===== config.mk =====
export PLATFORM = sky130hd
export DESIGN_NAME = univ_shift_reg
export DESIGN_NICKNAME = d
export VERILOG_FILES = /design/src/rtl/univ_shift_reg.sv
export SDC_FILE = /design/constraint.sdc
export NUM_CORES = 1
export LEC_CHECK = 0
export ABC_AREA = 1
export BUFFER_PORTS_ARGS = -buffer_cell sky130_fd_sc_hd__buf_2
export CAP_MARGIN = 20
export CORE_MARGIN = 4
export CORE_UTILIZATION = 55
export CTS_CLUSTER_DIAMETER = 60
export CTS_CLUSTER_SIZE = 12
export DETAILED_ROUTE_END_ITERATION = 16
export HOLD_SLACK_MARGIN = 0.05
export PLACE_DENSITY = 0.8
export SLEW_MARGIN = 5
export SYNTH_ARGS = -nofsm -noshare
export SYNTH_HDL_FRONTEND = slang
export SYNTH_SLANG_ARGS = --single-unit
export TNS_END_PERCENT = 50

===== constraint.sdc =====
create_clock -name clk -period 1.6 [get_ports clk]
set_input_delay 0.16 -clock clk [delete_from_list [all_inputs] [get_ports clk]]
set_output_delay 0.16 -clock clk [all_outputs]
set_load 0.005 [all_outputs]

===== src/rtl/univ_shift_reg.sv =====
// Universal shift register: hold/load/clear/shift/rotate/ASR on a WIDTH-bit word,
// with a burst mode that repeats one operation amt times under start/busy/done.
module univ_shift_reg #(
    parameter int WIDTH = 8,
    parameter int CNT_W = 4
) (
    input  logic             clk,
    input  logic             reset,
    input  logic             en,
    input  logic [2:0]       mode,
    input  logic [WIDTH-1:0] d,
    input  logic             sin_l,
    input  logic             sin_r,
    input  logic             start,
    input  logic [CNT_W-1:0] amt,
    output logic [WIDTH-1:0] q,
    output logic             sout_l,
    output logic             sout_r,
    output logic             busy,
    output logic             done
);

    typedef enum logic {
        IDLE,
        RUN
    } state_t;

    state_t           state;
    logic [2:0]       mode_l;
    logic [CNT_W-1:0] cnt;

    function automatic logic [WIDTH-1:0] op(
        input logic [2:0]       m,
        input logic [WIDTH-1:0] cur,
        input logic [WIDTH-1:0] dv,
        input logic             sl,
        input logic             sr
    );
        logic [WIDTH-1:0] r;
        r = cur;
        unique case (m)
            3'd0: r = cur;
            3'd1: r = dv;
            3'd2: r = '0;
            3'd3: r = {cur[WIDTH-2:0], sr};
            3'd4: r = {sl, cur[WIDTH-1:1]};
            3'd5: r = {cur[WIDTH-1], cur[WIDTH-1:1]};
            3'd6: r = {cur[WIDTH-2:0], cur[WIDTH-1]};
            3'd7: r = {cur[0], cur[WIDTH-1:1]};
        endcase
        return r;
    endfunction

    assign sout_l = q[WIDTH-1];
    assign sout_r = q[0];

    always_ff @(posedge clk or posedge reset) begin
        if (reset) begin
            q      <= '0;
            busy   <= 1'b0;
            done   <= 1'b0;
            state  <= IDLE;
            mode_l <= 3'd0;
            cnt    <= '0;
        end else begin
            done <= 1'b0;
            unique case (state)
                IDLE: begin
                    if (start) begin
                        mode_l <= mode;
                        cnt    <= amt;
                        busy   <= 1'b1;
                        state  <= RUN;
                    end else if (en) begin
                        q <= op(mode, q, d, sin_l, sin_r);
                    end
                end
                RUN: begin
                    // amt=0 still spends one RUN edge, but applies no op
                    if (cnt != '0) begin
                        q   <= op(mode_l, q, d, sin_l, sin_r);
                        cnt <= cnt - CNT_W'(1);
                    end
                    if (cnt == '0 || cnt == CNT_W'(1)) begin
                        busy  <= 1'b0;
                        done  <= 1'b1;
                        state <= IDLE;
                    end
                end
            endcase
        end
    end

endmodule


Word level (Yosys, flattened, before mapping)
Cells that the tools add are included.
Storage, ports and cells
  input port bits: 21
  output and inout port bits: 12
  flip-flop bits (word level): 18
Cells by class
  muxes and demuxes: 17
  eq/ne operators: 24
  $add $sub $neg: 1
  bitwise gates (word level): 1
  reduce and logical (&&, ||, !) cells: 10
Operators with widths (count)
  one-hot mux 8 bit (7 select lines): 2
  equality test 3 bit (second input constant): 8
  two-way mux 8 bit: 3
  one-hot mux 8 bit (2 select lines): 1
  != test 2 bit (second input constant): 7
  equality test 3 x 2 -> 1 bit (second input constant): 4
  two-way mux 4 bit: 2
  one-hot mux 4 bit (2 select lines): 1
  AND reduction 7 bit: 1
  equality test 3 x 1 -> 1 bit (second input constant): 2
  zero test 3 bit: 2
  two-way mux 1 bit: 6
  AND reduction 2 bit: 3
  AND reduction 5 bit: 1
  equality test 4 x 1 -> 1 bit (second input constant): 1
  zero test 4 bit: 1
  != test 2 x 1 -> 1 bit (second input constant): 2
  one-hot mux 1 bit (2 select lines): 2
  nonzero test 4 bit: 1
  subtractor 4 x 1 -> 4 bit (second input constant): 1
  logical OR 1 bit: 1
  inverter 1 bit: 1

Depth between registers and ports, before layout
Gate-level depths: netlist of the first run.
  word-level depth: 5
  depth in mapped cells: 11
  mapped depth without buffers: 10

Worst setup path after synthesis of the first run
OpenSTA, ideal clock, no wires.
  path type: reg2reg
  from: register cnt[0]
  to: register q[7]
  cell stages (with the launch flop): 11
  setup time: 0.117 ns
  arrival time: 1.278 ns
  path slack: 0.206 ns
  path buffers: 0
  period minus slack after synthesis: 1.394 ns
  cell sequence: dfrtp_1 > inv_1 > ha_1 > nand2_1 > nand2_1 > nand2_1 > nand3_2 > inv_1 > nand2_1 > nand2_1 > nand2_1
On the way
  cells in the longest elaborated chain, start to end: 3
RTL lines
  start, declared: line 30  | logic [CNT_W-1:0] cnt;
  start signal, assigned: line 71  | cnt <= amt;
  start signal, assigned: line 82  | cnt <= cnt - CNT_W'(1);
  nonzero test 4 bit: line 80  | if (cnt != '0) begin
  != test 2 x 1 -> 1 bit (no source line)
  AND reduction 7 bit (no source line)
  end signal, assigned: line 75  | q <= op(mode, q, d, sin_l, sin_r);
  end signal, assigned: line 81  | q <= op(mode_l, q, d, sin_l, sin_r);
  end, declared: line 16  | output logic [WIDTH-1:0] q,
Every way passes these cells.
A chain may end at the register's enable or synchronous reset.

Worst setup path after layout of the first run
  from: register cnt[0]
  to: register q[6]
On the way
  cells in the longest elaborated chain, start to end: 3
RTL lines (line)
  nonzero test 4 bit: 80
  != test 2 x 1 -> 1 bit (no source line)
  AND reduction 5 bit (no source line)
Every way passes these cells.

==> results.cfg, run 1 <==
[drt]
routed-wl-met2_um = 2040
m1WireLength_um = 1870
drt_iter0_drc = 150
num_vias = 1791
route.detailed.drc = 0
avgRoutedWirePerCell_um = 12.5
viasPerCell = 5.31
met3WireLength_um = 261
ant_nets = 0
topRoutingLayerUsed = met4
firstDrtPassIters = 4
routed_wl_um = 4230

[worst_setup_path]
crit_fanout = 8
crit_type = reg2reg
worst_setup_path_end_kind = flip-flop
cp.required_ps = 1800
worstPathArrival_ps = 1700
crit_path_start_kind = flip-flop

[synth]
synth_area_per_cell_um2 = 5.91
synthTopCellsByCount = nand2_1 (110), inv_1 (42), nand3_1 (42)
synth_seq_area_share_pct = 28.1
synth_area_leader_cell = dfrtp_1
netlist_instances = 271
synth.area.top_cells = dfrtp_1 (28%), nand2_1 (26%), nand3_1 (13%)
yosysWarnings = 0
synth_ff_type = dfrtp_1
synth_edf_count = 0
yosysUniqueCellTypes = 23
syn_nets = 294
yosys.area.top_type_share_pct = 28.1
async_flop_share_pct = 100
synth_most_common_cell = nand2_1
syn_area_um2 = 1600
synth-seq-cells = 18

[power_and_ir_drop]
p_per_area_nw_per_um2 = 1890
ir_drop_v = 0.00152
p_total_mw = 3.49
p_leak_nw = 1.12

[grt]
grt_pass1_wl_um = 6860
antenna_found_initial = 0
grt_usage_pct = 23.9
grt_pass1_vias = 1593
overflow = 0
grt_max_degree = 19

[final_layout]
fin_cells = 337
antenna_cells = 0
final_nets = 330
layout-drive-gt1-share_pct = 18.6
area_growth_pct = 15.4

[timing]
maxSlewHeadroom_pct = 69.4
fmax_ghz = 0.666
fin_ws_ps = 98.5
hold_violations = 0
finalSetupViolations = 0
timing.final.crit_share_pct = 93.8
final_max_slew_viol_count = 0
fin_hold_ws_ps = 93.0
timing.setup.tns_ps = 0
layout_min_cycle_time_ps = 1500
finClkSkew_ps = 3.46
worst_slew_pin_slew_ps = 455
rsz0062_at_grt = true

[job]
drv_cap = 0

[cts]
clk_pin_slew_ps = 110
cts_buffers = 3
cts_htree_levels = 1
clock_latency_ps = 300
cts_tree = built
root_buffer = clkbuf_4
cts.sinks = 18
clk_path_buf_depth = 2

[floorplanning]
start_util_pct = 57.6
rows = 19
die_h_um = 62.0
core_area_um2 = 2780
dieArea_um2 = 3840
io_pins = 33
die_w_um = 62.0

[placement]
place.detailed.hpwl_um = 3030
post-place-ws_ps = 130
dp_cells = 331
place.gp.congestion = 0.903
numPortBuffers = 32

[hold_path]
hp-class = in2reg

[status]
status = completed
## power by group
group / leakage, nW / internal (mW) / switching, mW
clock: 0.0210 / 0.139 / 0.148
sequential: 0.222 / 0.678 / 0.253
combinational: 0.876 / 0.859 / 1.42
total: 1.12 / 1.68 / 1.82
## layout by cell type (no fill, tap or decap), types with 2 or more instances in the layout
cell type,synthesis,layout
inv_2,2,3
nand4_1,2,2
nand2_1,110,110
o21ai_2,3,3
a21oi_1,2,2
o211ai_1,2,2
o21ai_0,13,13
dfrtp_1,18,18
nand3_1,42,42
clkbuf_4,0,3
buf_4,2,9
buf_2,7,32
inv_1,42,40
nor2_1,14,14
## flip-flops by register name, summed over array words and instances (netlist names)
signal / count
busy: 1
state: 1
q: 8
done: 1
mode_l: 3
cnt: 4
## repair_timing
item / 4_1_cts / 5_1_grt
gates resized for setup: 0 / 3
hold buffers: 1 / 0
setup endpoints to repair: 0 / 2
buffers inserted: 0 / 1
hold endpoints to repair: 18 / 0
## kinds of logic (layout without fill, tap and decap cells)
group           Yosys count  after routing  share of synthesized area [%]
compound gates           24             24                           8.83
buf+inv                  55             90                           14.8
flops                    18             18                           28.1
fa+ha+maj                 2              2                           1.56
simple gates            172            172                           46.6
## per-layer routing
metal	up-vias	global-route usage, %
li1	913	-
met1	813	30.7
met2	60	41.4
met3	5	3.93
met4	0	6.36
met5	-	0
## through the flow
step	util [%]	area, um^2
after floorplan	-	1600
after global placement	64.3	1790
after detailed placement	64.3	1790
after CTS	65.9	1830
after global routing	66.4	1850
final	66.4	1850
## worst paths after layout
path	start	end	slack [ps]	depth (start not counted)
setup reg to reg	cnt[0]	q[6]	100	9
max in group asynchronous	reset	q[2]	980	4
hold reg to reg	busy	busy	520	2
hold / removal	amt[1]	cnt[1]	90	3
min in group asynchronous	reset	done	410	4
setup / recovery	cnt[0]	q[6]	100	9
## cell type report
cell class / count / area [um^2]
Fill cell: 282 / 933
Inverter: 44 / 169
Sequential cell: 18 / 450
Clock buffer: 4 / 36.3
Timing Repair Buffer: 42 / 238
Tap cell: 31 / 38.8
Multi-Input combinational cell: 198 / 916
## critical path, stage by stage, from the launching register on
cell,delay [ps]
dfrtp_1,400
inv_1,130
ha_2,220
nand2_1,60
nand2_1,90
nand2_1,70
nand3_2,90
clkinvlp_4,170
nand2_1,120
nand2_1,50
No activity file was read; power rests on OpenSTA's default activity.
==> run 2: changes to the inputs <==
--- a/config.mk
+++ b/config.mk
@@ -6,7 +6,7 @@
 export NUM_CORES = 1
 export LEC_CHECK = 0
 export ABC_AREA = 1
-export BUFFER_PORTS_ARGS = -buffer_cell sky130_fd_sc_hd__buf_2
+export BUFFER_PORTS_ARGS = -buffer_cell sky130_fd_sc_hd__buf_4
 export CAP_MARGIN = 20
 export CORE_MARGIN = 4
 export CORE_UTILIZATION = 55
==> run 2 against run 1 <==
  * Clock skew increased by 6.4 ps
  * Maximum frequency increased by 7.5%
  * Clock power increased by 7%
  * Count of clock-buffer cells in the layout unchanged
  * Cell area increased by 3.2%
  * Flip-flop and latch count unchanged
  * Sequential share of layout area decreased by 0.75 points
  * Non-clock buffer count decreased by 2
  * Sequential power increased by 0.5%
  * Highest routed layer unchanged
==> results.cfg, run 2 (synthesis gave the netlist of run 1 again) <==
[power_and_ir_drop]
ir_drop_v = 0.00155
p_total_mw = 3.53
switching_power_mw = 1.80
power.internal_mw = 1.73
switching_share_pct = 51.0
p_per_area_nw_per_um2 = 1850
p_leak_nw = 1.14
pwr-share-seq_pct = 26.5
combPwrFrac_pct = 64.8
pwr-share-clk_pct = 8.7

[timing]
worst_slew_pin_slew_ps = 428
timing.final.crit_share_pct = 87.3
maxSlewHeadroom_pct = 71.3
rsz0062_at_grt = false
finClkSkew_ps = 9.85
fmax_ghz = 0.716
hold_violations = 0
final_max_slew_viol_count = 0
timing.setup.tns_ps = 0
finalSetupViolations = 0
layout_min_cycle_time_ps = 1400

[worst_setup_path]
worstPathArrival_ps = 1630
worst_setup_path_end_kind = flip-flop
crit_fanout = 7
slowest_stage = dfrtp_1
crit_path_start_kind = flip-flop
critPathMaxStageDelay_ps = 380
crit_type = reg2reg
crit_top_cell = nand2_1
cp.required_ps = 1830
path_cells = inv_1, ha_1, nand2_1, nand2_1, o21ai_1, o211ai_1, o21ai_0

[final_layout]
area_growth_pct = 19.1
layout-drive-gt1-share_pct = 17.4
antenna_cells = 0
mostFrequentLayoutCell = nand2_1
final_nets = 328
layout_top_registers = q: 8 flops, cnt: 4 flops, mode_l: 3 flops
largest_register_ffs = 8
regMostFlops = q
final_cell_mix = nand2_1 (110), nand3_1 (42), inv_1 (41)

[grt]
grt_pass1_vias = 1640
grt_usage_pct = 24.9
overflow = 0
grt_max_degree = 19
antenna_found_initial = 0
grt_pass1_wl_um = 7070

[drt]
topRoutingLayerUsed = met4
num_vias = 1798
drt_iter0_drc = 141
routed-wl-met2_um = 1960
met3WireLength_um = 332
firstDrtPassIters = 4
viasPerCell = 5.37
routed_wl_um = 4220
route.detailed.drc = 0
ant_nets = 0
m1WireLength_um = 1850
avgRoutedWirePerCell_um = 12.6

[floorplanning]
rows = 19
start_util_pct = 57.6
die_w_um = 62.0
dieArea_um2 = 3840
core_area_um2 = 2780
io_pins = 33
die_h_um = 62.0

[cts]
cts.sinks = 18
root_buffer = clkbuf_4
cts_tree = built
cts_setup_buffers = 0
clock_latency_ps = 320
clk_pin_slew_ps = 110
cts_buffers = 3
clk_path_buf_depth = 2
cts_htree_levels = 1

[hold_path]
hp-class = in2reg

[placement]
place.gp.congestion = 0.913
numPortBuffers = 32
place.detailed.hpwl_um = 3070

[job]
drv_cap = 0

[status]
status = completed
[run 2: metal layers]
metal	GRT usage [%]	up-vias
li1	-	910
met1	34.2	793
met2	39.6	86
met3	4.13	9
met4	8.48	0
met5	0	-
[run 2: metrics by stage]
| stage | setup WS [ps] | cells | area (um^2) | hold WS [ps] | utilization, % |
|---|---|---|---|---|---|
| after floorplan | 206 | 271 | 1600 | 98.6 | - |
| after global placement | 168 | 330 | 1860 | 202 | 66.9 |
| after global routing | 32.8 | 335 | 1910 | 114 | 68.6 |
| after detailed placement | 128 | 330 | 1860 | 219 | 66.9 |
| final | 203 | 335 | 1910 | 90.1 | 68.6 |
| after CTS | 109 | 335 | 1910 | 79.5 | 68.6 |
[run 2: critical path, delay by kind of cell (launching register included)]
family | cells | cell delay, ps
and+or+nand+nor | 2 | 140
adders and majority gates | 1 | 240
DFF | 1 | 380
buffers and inverters | 1 | 80
AOI/OAI and AO/OA | 3 | 490
[run 2: worst paths after layout]
path / from / end / slack [ps] / cells past startpoint
setup / recovery: cnt[0] / cnt[1] / 200 / 7
hold / removal: amt[3] / cnt[3] / 90 / 3
setup reg to reg: cnt[0] / cnt[1] / 200 / 7
hold reg to reg: busy / busy / 510 / 2
max in group asynchronous: reset / cnt[2] / 960 / 4
min in group asynchronous: reset / q[7] / 420 / 4
[run 2: power by group through the flow]
stage               clock network (mW)  registers, mW  logic (mW)
floorplan                            0          0.853        1.66
global placement                     0          0.937        2.24
detailed placement                   0          0.936        2.27
CTS                              0.309          0.929        2.29
global route                     0.330          0.967        2.66
finish                           0.306          0.936        2.29
[run 2: layout make-up]
type                       count  area [um^2]
multi-input combinational    198          913
inverter                      44          165
tap                           31         38.8
fill                         278          875
clock buffer                   4         36.3
sequential                    18          450
timing repair buffer          40          303
[run 2: timing repair]
item,CTS,global route
gates resized for setup,0,1
endpoints found under the hold margin,18,0
hold buffers,1,0
setup endpoints to repair,0,1
==> run 3: changes to the inputs <==
--- a/config.mk
+++ b/config.mk
@@ -9,12 +9,13 @@
 export BUFFER_PORTS_ARGS = -buffer_cell sky130_fd_sc_hd__buf_4
 export CAP_MARGIN = 20
 export CORE_MARGIN = 4
-export CORE_UTILIZATION = 55
+export CORE_UTILIZATION = 57
+export CTS_BUF_LIST = sky130_fd_sc_hd__clkbuf_4
 export CTS_CLUSTER_DIAMETER = 60
 export CTS_CLUSTER_SIZE = 12
 export DETAILED_ROUTE_END_ITERATION = 16
 export HOLD_SLACK_MARGIN = 0.05
-export PLACE_DENSITY = 0.8
+export PLACE_DENSITY = 0.83
 export SLEW_MARGIN = 5
 export SYNTH_ARGS = -nofsm -noshare
 export SYNTH_HDL_FRONTEND = slang
==> run 3 against run 2 <==
  * Maximum frequency down 2.4%
  * Worst setup slack worse by 35 ps
  * Critical endpoint is now q[3]
  * Cell count decreased by 0.90%
  * Critical path type unchanged
  * Routed wire length decreased by 1.2%
  * Largest cell class unchanged
  * Core utilization increased by 4.8 points
  * Flip-flop and latch count did not move
==> results.cfg, run 3 (synthesis gave the netlist of run 1 again) <==
[drt]
firstDrtPassIters = 6
ant_nets = 0
num_vias = 1792
drt_iter0_drc = 139
viasPerCell = 5.40
routed_wl_um = 4170
avgRoutedWirePerCell_um = 12.6
route.detailed.drc = 0

[worst_setup_path]
reg2reg_depth = 9
worstReg2RegEnd = q[3]
crit_path_start_kind = flip-flop
startpoint = mode_l[0]
path_depth = 9
r2r_start = mode_l[0]
cp.required_ps = 1840
critPathMaxStageDelay_ps = 470
path_delay_family = simple AND/OR/NAND/NOR gates
crit_top_cell = nand2_1
worst_setup_path_end_kind = flip-flop
rrSetupSlack_ps = 170
worstPathArrival_ps = 1670
crit_path_end = q[3]
crit_buf_inv = 1
path_cells = nand2_1, nand2_1, nor2_4, inv_2, nand3_1, nand2_1, nand2_1, nand2_1, nand2_1
crit_fanout = 10
crit_type = reg2reg
slowest_stage = dfrtp_1

[hold_path]
hold_path_depth = 3
hp-class = in2reg

[timing]
finClkSkew_ps = 3.63
layout_min_cycle_time_ps = 1430
timing.final.crit_share_pct = 89.5
rsz0062_at_grt = false
maxSlewHeadroom_pct = 54.8
fmax_ghz = 0.698
worst_slew_pin_slew_ps = 678
timing.setup.tns_ps = 0
hold_violations = 0
final_max_slew_viol_count = 0
finalSetupViolations = 0
fin_hold_ws_ps = 106

[cts]
cts.sinks = 18
clock_latency_ps = 290
cts_htree_levels = 1
cts_buffers = 3
root_buffer = clkbuf_4
clk_path_buf_depth = 2
cts_tree = built
clk_pin_slew_ps = 100

[final_layout]
postLayoutCellArea_um2 = 1880
antenna_cells = 0
area_growth_pct = 17.7
largest_register_ffs = 8
seqCellArea_um2 = 450
mostFrequentLayoutCell = nand2_1
final_cell_mix = nand2_1 (110), nand3_1 (42), inv_1 (41)
multiInputGateArea_um2 = 913
regMostFlops = q
final.fill_count = 253
layout_top_registers = q: 8 flops, cnt: 4 flops, mode_l: 3 flops
layout-drive-gt1-share_pct = 16.9
final_nets = 327
fin_cells = 332

[grt]
grt_usage_pct = 24.7
overflow = 0
grt_pass1_vias = 1551
grt_pass1_wl_um = 6960
antenna_found_initial = 0
grt_max_degree = 20

[floorplanning]
io_pins = 33
start_util_pct = 62.4
die_h_um = 61.0
die_w_um = 61.0
dieArea_um2 = 3720
core_area_um2 = 2570
rows = 18

[power_and_ir_drop]
p_per_area_nw_per_um2 = 1840
p_leak_nw = 1.13
ir_drop_v = 0.00153
p_total_mw = 3.47

[placement]
numPortBuffers = 32
placed_area_um2 = 1850
place.detailed.hpwl_um = 3060
dp_cells = 328
place.gp.congestion = 0.910

[status]
status = completed

[job]
drv_cap = 0
==> run 3: routing by layer <==
layer  part of all wire (%)  wire length (um)  GRT usage (%)  up-vias
li1                       -                 -              -      900
met5                      0                 0              0        -
met4                    1.7                72           7.74        0
met1                     43              1800           35.1      803
met3                    8.2               342           3.40        9
met2                     47              1950           38.8       80
==> run 3: repair_timing <==
| item | in CTS | in global routing |
|---|---|---|
| hold endpoints to repair | 18 | 0 |
| hold buffers | 1 | 0 |
| endpoints found under the setup margin | 0 | 1 |
| buffers inserted | 0 | 0 |
| resized for setup | 0 | 1 |
==> run 3: area by class of cell <==
type / count / share of cell area (%)
multi-input cells: 198 / 48.5
flip-flops and latches: 18 / 23.9
repair buffers: 39 / 15.7
inverters: 44 / 8.76
well taps: 30 / 1.99
clock buffers: 3 / 1.20
==> run 3: worst min path at each step <==
stage | from | to | slack [ps]
after detailed placement | reset | done | 310
after global routing | amt[3] | cnt[3] | 120
after CTS | amt[3] | cnt[3] | 100
after global placement | reset | done | 290
after floorplan | reset | busy | 100
final | amt[3] | cnt[3] | 110
==> run 3: per-stage QoR <==
stage | utilization, % | worst slack [ps]
5_1_grt | 73.4 | 17.1
4_1_cts | 73.4 | 112
3_3_place_gp | 72.1 | 208
3_5_place_dp | 72.1 | 148
2_1_floorplan | - | 206
6_report | 73.4 | 168
==> run 3: where the power goes <==
part	switching, mW	total [mW]	leakage, nW	internal, mW
Combinational	1.40	2.31	0.891	0.909
Sequential	0.264	0.942	0.222	0.678
Clock	0.133	0.221	0.0138	0.0875
==> run 3: worst min-delay path: stages <==
cell and delay (ps):
buf_4 80, o211ai_1 70, nand2_1 60
